[config.mk]
export PLATFORM = sky130hd
export DESIGN_NAME = wm8731_i2c_cfg_seq
export DESIGN_NICKNAME = d
export VERILOG_FILES = /design/src/rtl/wm8731_i2c_cfg_seq.sv
export SDC_FILE = /design/constraint.sdc
export NUM_CORES = 1
export LEC_CHECK = 0
export ABC_CLOCK_PERIOD_IN_PS = 5750
export CAP_MARGIN = 30
export CORE_MARGIN = 2
export CORE_UTILIZATION = 55
export DETAILED_ROUTE_END_ITERATION = 16
export GPL_ROUTABILITY_DRIVEN = 1
export GPL_TIMING_DRIVEN = 0
export HOLD_SLACK_MARGIN = 0.08
export MAX_ROUTING_LAYER = met4
export PLACE_DENSITY_LB_ADDON = 0.15
export SLEW_MARGIN = 20
export SYNTH_ARGS = -nofsm -noshare
export SYNTH_HDL_FRONTEND = slang
export SYNTH_SLANG_ARGS = --single-unit
[constraint.sdc]
create_clock -name clk -period 5.75 [get_ports clk]
set_clock_uncertainty 0.1 [all_clocks]
set_input_delay 1.725 -clock clk [delete_from_list [all_inputs] [get_ports clk]]
set_output_delay 1.725 -clock clk [all_outputs]
set_load 0.05 [all_outputs]
[src/rtl/wm8731_i2c_cfg_seq.sv]
// wm8731_i2c_cfg_seq: single-master I2C write sequencer that loads the WM8731 codec with a fixed 11-entry
//   register table. Each entry is the 3-byte write 0x34, {reg[6:0],data[8]}, data[7:0].
// Latency: one quarter-bit = CLK_HZ/(4*I2C_HZ) clocks. One entry = 120 quarters, full table = 1320 quarters.
// Flow control: start is accepted only while not busy. It is ignored while busy.
// Ports: clk, reset (synchronous, active-high); start (1-cycle pulse); sdat_i (sampled SDAT pin level);
//   sdat_oe (1 = pull SDAT low); sclk (push-pull); busy; done/ack_err (sticky until next start);
//   err_index (entry of the failing NACK, 0 when none).
// Build option: define AUDIO_CFG_RETRY_EN to re-send a NACKed entry up to MAX_RETRY times before aborting.
module wm8731_i2c_cfg_seq #(
  parameter int CLK_HZ     = 50_000_000,
  parameter int I2C_HZ     = 100_000,
  parameter bit AUTO_START = 1'b1,
  parameter int MAX_RETRY  = 3
) (
  input  logic       clk,
  input  logic       reset,
  input  logic       start,
  input  logic       sdat_i,
  output logic       sdat_oe,
  output logic       sclk,
  output logic       busy,
  output logic       done,
  output logic       ack_err,
  output logic [3:0] err_index
);

  localparam int              QDIV     = CLK_HZ / (4 * I2C_HZ);
  localparam int              QW       = (QDIV > 1) ? $clog2(QDIV) : 1;
  localparam logic [QW-1:0]   QLAST    = QW'(QDIV - 1);
  localparam logic [3:0]      LAST_IDX = 4'd10;
  localparam logic [7:0]      DEV_ADDR = 8'h34;

  typedef enum logic [2:0] {
    S_IDLE, S_START, S_BIT, S_ACK, S_STOP, S_GAP, S_DONE
  } state_t;

  state_t        state_q, state_d;
  logic [QW-1:0] qcnt_q, qcnt_d;
  logic [1:0]    qtr_q, qtr_d;      // quarter within the current bit/condition
  logic [2:0]    bit_q, bit_d;      // bit within byte, MSB first
  logic [1:0]    byte_q, byte_d;    // byte within entry
  logic [3:0]    idx_q, idx_d;      // table entry
  logic          nack_q, nack_d;    // NACK seen during the current entry
  logic          auto_q, auto_d;    // pending one-shot auto start
  logic          busy_q, busy_d;
  logic          done_q, done_d;
  logic          ack_err_q, ack_err_d;
  logic [3:0]    err_idx_q, err_idx_d;

  logic          tick;
  logic          qend;
  logic [15:0]   entry;
  logic [7:0]    tx_byte;
  logic          tx_bit;
  logic          retry_ok;

  // Table row packed as {reg[6:0], data[8:0]}.
  function automatic logic [15:0] table_entry(input logic [3:0] i);
    logic [15:0] e;
    case (i)
      4'd0:    e = {7'd15, 9'h000};
      4'd1:    e = {7'd0,  9'h017};
      4'd2:    e = {7'd1,  9'h017};
      4'd3:    e = {7'd2,  9'h079};
      4'd4:    e = {7'd3,  9'h079};
      4'd5:    e = {7'd4,  9'h012};
      4'd6:    e = {7'd5,  9'h000};
      4'd7:    e = {7'd6,  9'h000};
      4'd8:    e = {7'd7,  9'h042};
      4'd9:    e = {7'd8,  9'h000};
      4'd10:   e = {7'd9,  9'h001};
      default: e = '0;
    endcase
    return e;
  endfunction

  // The quarter counter only runs while a sequence is active.
  assign tick = (state_q != S_IDLE) && (state_q != S_DONE) && (qcnt_q == QLAST);
  assign qend = tick && (qtr_q == 2'd3);

  always_comb begin
    entry = table_entry(idx_q);
    case (byte_q)
      2'd0:    tx_byte = DEV_ADDR;
      2'd1:    tx_byte = entry[15:8];   // {reg[6:0], data[8]}
      default: tx_byte = entry[7:0];
    endcase
    tx_bit = tx_byte[3'd7 - bit_q];
  end

`ifdef AUDIO_CFG_RETRY_EN
  localparam int            RW   = (MAX_RETRY > 1) ? $clog2(MAX_RETRY + 1) : 1;
  localparam logic [RW-1:0] RMAX = RW'(MAX_RETRY);
  logic [RW-1:0] retry_q, retry_d;

  assign retry_ok = (retry_q != RMAX);

  always_ff @(posedge clk) begin
    if (reset) retry_q <= '0;
    else       retry_q <= retry_d;
  end
`else
  assign retry_ok = 1'b0;
`endif

  always_comb begin
    state_d   = state_q;
    qtr_d     = qtr_q;
    bit_d     = bit_q;
    byte_d    = byte_q;
    idx_d     = idx_q;
    nack_d    = nack_q;
    auto_d    = auto_q;
    busy_d    = busy_q;
    done_d    = done_q;
    ack_err_d = ack_err_q;
    err_idx_d = err_idx_q;
`ifdef AUDIO_CFG_RETRY_EN
    retry_d   = retry_q;
`endif
    sclk      = 1'b1;
    sdat_oe   = 1'b0;
    qcnt_d    = '0;

    if ((state_q != S_IDLE) && (state_q != S_DONE) && !tick) qcnt_d = qcnt_q + 1'b1;
    if (tick) qtr_d = qtr_q + 2'd1;   // 2-bit wrap gives the 4-quarter cycle

    unique case (state_q)
      S_IDLE, S_DONE: begin
        // DONE lasts one cycle (the cycle busy is low and done is high) and returns to IDLE.
        if (state_q == S_DONE) state_d = S_IDLE;
        if (start || auto_q) begin
          state_d   = S_START;
          qtr_d     = 2'd0;
          idx_d     = 4'd0;
          nack_d    = 1'b0;
          auto_d    = 1'b0;
          busy_d    = 1'b1;
          done_d    = 1'b0;
          ack_err_d = 1'b0;
          err_idx_d = 4'd0;
`ifdef AUDIO_CFG_RETRY_EN
          retry_d   = '0;
`endif
        end
      end
      S_START: begin
        // SDA falls in q1 while SCL is high. SCL then drops in q3.
        sclk    = (qtr_q != 2'd3);
        sdat_oe = (qtr_q != 2'd0);
        if (qend) begin
          state_d = S_BIT;
          bit_d   = 3'd0;
          byte_d  = 2'd0;
          nack_d  = 1'b0;
        end
      end
      S_BIT: begin
        sclk    = qtr_q[0] ^ qtr_q[1];   // high in q1 and q2
        sdat_oe = ~tx_bit;
        if (qend) begin
          bit_d = bit_q + 3'd1;          // wraps to 0 after bit 7
          if (bit_q == 3'd7) state_d = S_ACK;
        end
      end
      S_ACK: begin
        sclk = qtr_q[0] ^ qtr_q[1];
        // Sample on the tick that ends q1, mid SCL-high.
        if (tick && (qtr_q == 2'd1) && sdat_i) nack_d = 1'b1;
        if (qend) begin
          if (nack_q || (byte_q == 2'd2)) begin
            state_d = S_STOP;
          end else begin
            byte_d  = byte_q + 2'd1;
            state_d = S_BIT;
          end
        end
      end
      S_STOP: begin
        // SCL rises in q1. SDA is released in q2 while SCL is high.
        sclk    = (qtr_q != 2'd0);
        sdat_oe = ~qtr_q[1];
        if (qend) state_d = S_GAP;
      end
      S_GAP: begin
        if (qend) begin
          if (nack_q && retry_ok) begin
            state_d = S_START;
`ifdef AUDIO_CFG_RETRY_EN
            retry_d = retry_q + 1'b1;
`endif
          end else if (nack_q || (idx_q == LAST_IDX)) begin
            state_d   = S_DONE;
            busy_d    = 1'b0;
            done_d    = 1'b1;
            ack_err_d = nack_q;
            err_idx_d = nack_q ? idx_q : 4'd0;
          end else begin
            idx_d   = idx_q + 4'd1;
            state_d = S_START;
`ifdef AUDIO_CFG_RETRY_EN
            retry_d = '0;
`endif
          end
        end
      end
      default: state_d = S_IDLE;
    endcase
  end

  always_ff @(posedge clk) begin
    if (reset) begin
      state_q   <= S_IDLE;
      qcnt_q    <= '0;
      qtr_q     <= '0;
      bit_q     <= '0;
      byte_q    <= '0;
      idx_q     <= '0;
      nack_q    <= 1'b0;
      auto_q    <= AUTO_START;
      busy_q    <= 1'b0;
      done_q    <= 1'b0;
      ack_err_q <= 1'b0;
      err_idx_q <= '0;
    end else begin
      state_q   <= state_d;
      qcnt_q    <= qcnt_d;
      qtr_q     <= qtr_d;
      bit_q     <= bit_d;
      byte_q    <= byte_d;
      idx_q     <= idx_d;
      nack_q    <= nack_d;
      auto_q    <= auto_d;
      busy_q    <= busy_d;
      done_q    <= done_d;
      ack_err_q <= ack_err_d;
      err_idx_q <= err_idx_d;
    end
  end

  assign busy      = busy_q;
  assign done      = done_q;
  assign ack_err   = ack_err_q;
  assign err_index = err_idx_q;

endmodule

==> flow_summary.ini <==
[status]
status = finished, final reports clean

[worst_setup_path]
slowest_stage = clkdlybuf4s50_1
worstPathCellList = inv_1 -> ha_1 -> nor2_1 -> a22oi_1 -> mux2i_1 -> a221oi_1 -> a31oi_1 -> o21ai_0 -> clkdlybuf4s50_1
crit_required_ps = 3920
worst-path-buf-inv = 2
cp_top_family = buffers and inverters
startpoint_type = flop
critical_path_class = reg -> out
critPathCaptureType = output port
cp_max_fo = 7
cp_slowest_stage_delay_ps = 820
cp_data_arrival_time_ps = 2750

[route]
antenna_left = 0
wl_per_cell_um = 13.8
drcViolationCount = 0
drt_iter0_drc = 138
vias_per_cell = 5.69
dr.pass1.iters = 4
drt-total-wl_um = 4870
vias = 2002

[timing]
hold_slack_ps = 369
fin_tns_setup_ps = 0
rsz0062_at_grt = false
setup_viol = 0
slew_viol_final = 0
min_period_ps = 4570
fin_ws_ps = 1180
min_period_over_period_pct = 79.5
worst_slew_pin_slew_ps = 618
relSlewSlack_pct = 58.7
fmax_mhz = 219
hold_violations = 0

[final_layout]
drive_above_1_share_pct = 8.61
insertedDiodeCount = 0
syn_to_final_growth_pct = 12.1
final_common_cell = dfxtp_1
finalCoreUtilization_pct = 64.5
final_cell_mix = 40 x dfxtp_1, 38 x nor2_1, 22 x nand2_1
layout.nets = 322

[power]
ir_worst_vdd_mv = 0.125
p_leak_nw = 0.972
power_density_nw_per_um2 = 242

[synthesis]
syn_inst = 283
ys_top_cells_by_area = dfxtp_1 35%, ha_1 9.2%, nor2_1 6.2%, a21oi_1 4.3%, nand2_1 3.6%
async_flop_share_pct = 0
synth-seq-area-share_pct = 34.6
synth_area_um2 = 2320
synth_nets = 304
synth_cell_types = 51
ys_ff_latch = 40
synth_enable_flop_cells = 0
yosys.area.top_type = dfxtp_1
synth_ff_type = dfxtp_1
synth_top_area_share_pct = 34.6
syn_area_per_cell_um2 = 8.19
yosys_warnings = 0

[clocking]
cts_tree = done
cts.clk_slew.worst_paths_ps = 80
cts_sinks = 40
cts_inserted_buffers = 5
clk_latency_ps = 290
cts_root_buffer = clkbuf_8
post_cts_buffers = 0
ctsHtreeMaxLevel = 2
cts_resized = 0
holdBufCountCts = 0
cts_max_path_buffers = 2

[die]
io_pins = 13
die_area_um2 = 4750
dieHeight_um = 68.9
die_x_um = 68.9
floorplan.initialDensity_pct = 57.5
core_um2 = 4030
fp-row-count = 23

[global_routing]
grt_pass1_vias = 1817
antenna_found_initial = 0
grt_overflow = 0
grt_usage_pct = 23.1
grt_pass1_wl_um = 8010
grt_max_degree = 13

[placed_design]
globalplace.congestion = 0.878
dp_hpwl_um = 3610
pre_cts_ws_ps = 1060
port_buffers = 11

[job]
maxCapViolCount = 0

[hold_path]
hp-class = reg -> reg
registers in the layout, indices dropped and copies added, names as in the netlist:
register and flops:
entry 10, qcnt_q 7, err_index 4, idx_q 4, bit_q 3, state_q 3
byte_q 2, qtr_q 2, ack_err 1, auto_q 1, busy 1, done 1
nack_q 1
report_power, final:
part | switching (mW) | internal, mW | leakage (nW)
combinational | 0.0753 | 0.0411 | 0.593
sequential | 0.00363 | 0.284 | 0.324
clock | 0.0968 | 0.129 | 0.0552
metal layers:
layer  share of wire (%)  GRT usage [%]
met5                   0              -
met4                0.92           6.86
met3                 3.4           4.38
met2                  45           36.2
met1                  51           30.4
per-stage QoR:
step | std cells | power (mW) | instance area, um^2
after floorplan | 283 | 0.380 | 2320
after global placement | 344 | 0.409 | 2490
after detailed placement | 344 | 0.409 | 2490
after CTS | 352 | 0.635 | 2600
after global routing | 352 | 0.658 | 2600
final | 352 | 0.629 | 2600
final timing paths:
kind                  start  endpoint  slack [ps]  cells after the start
setup / recovery  byte_q[1]   sdat_oe        1180                      9
hold / removal      ack_err   ack_err         370                      2
setup reg to reg   idx_q[0]  entry[1]        2610                     14
hold reg to reg     ack_err   ack_err         370                      2
cell type report:
type                            instances  area, um^2
Sequential cell                        40         801
Inverter                               14        52.6
Fill cell                             372        1430
Multi-Input combinational cell        213        1400
Timing Repair Buffer                   11         110
Tap cell                               50        62.6
Buffer                                 16        63.8
Clock buffer                            6        72.6
Clock inverter                          2        35.0
cells in the mapped netlist (all sizes together), types with 2 or more instances:
master and n:
and2 2, clkbuf 12, a211oi 3, xnor2 4
dfxtp 40, buf 4, a2bb2oi 2, o211ai 5
a22oi 3, a31oi 3, and4 2, nor2 38
nor4b 2, nand3b 2, a22o 2, o21ai 16
o31ai 5, a21oi 20, nor3 6, nand3 13
o21bai 2, a32oi 2, mux2 5, inv 14
o22ai 2, nand2 22, ha 17, and3b 2
a311oi 2, or2 2, nor2b 3, and3 3
mux2i 4, xor2 4, nand2b 6
kinds of logic (layout without fill, tap and decap cells):
logic type | count (synthesis) | in the layout | synth area share, %
AOI/OAI and AO/OA | 71 | 71 | 20.6
xor gates and xnor gates | 8 | 8 | 3.02
adders and majority gates | 17 | 17 | 9.18
buffers and inverters | 30 | 49 | 5.02
DFF | 40 | 40 | 34.6
muxes | 9 | 9 | 4.16
and+or+nand+nor | 108 | 108 | 23.4
tightest hold or removal path, cell delays in order, from the launching register on:
cell,delay [ps]
dfxtp_1,320
nand2_1,50
a21oi_1,50
(Power assumes the default switching activity.)
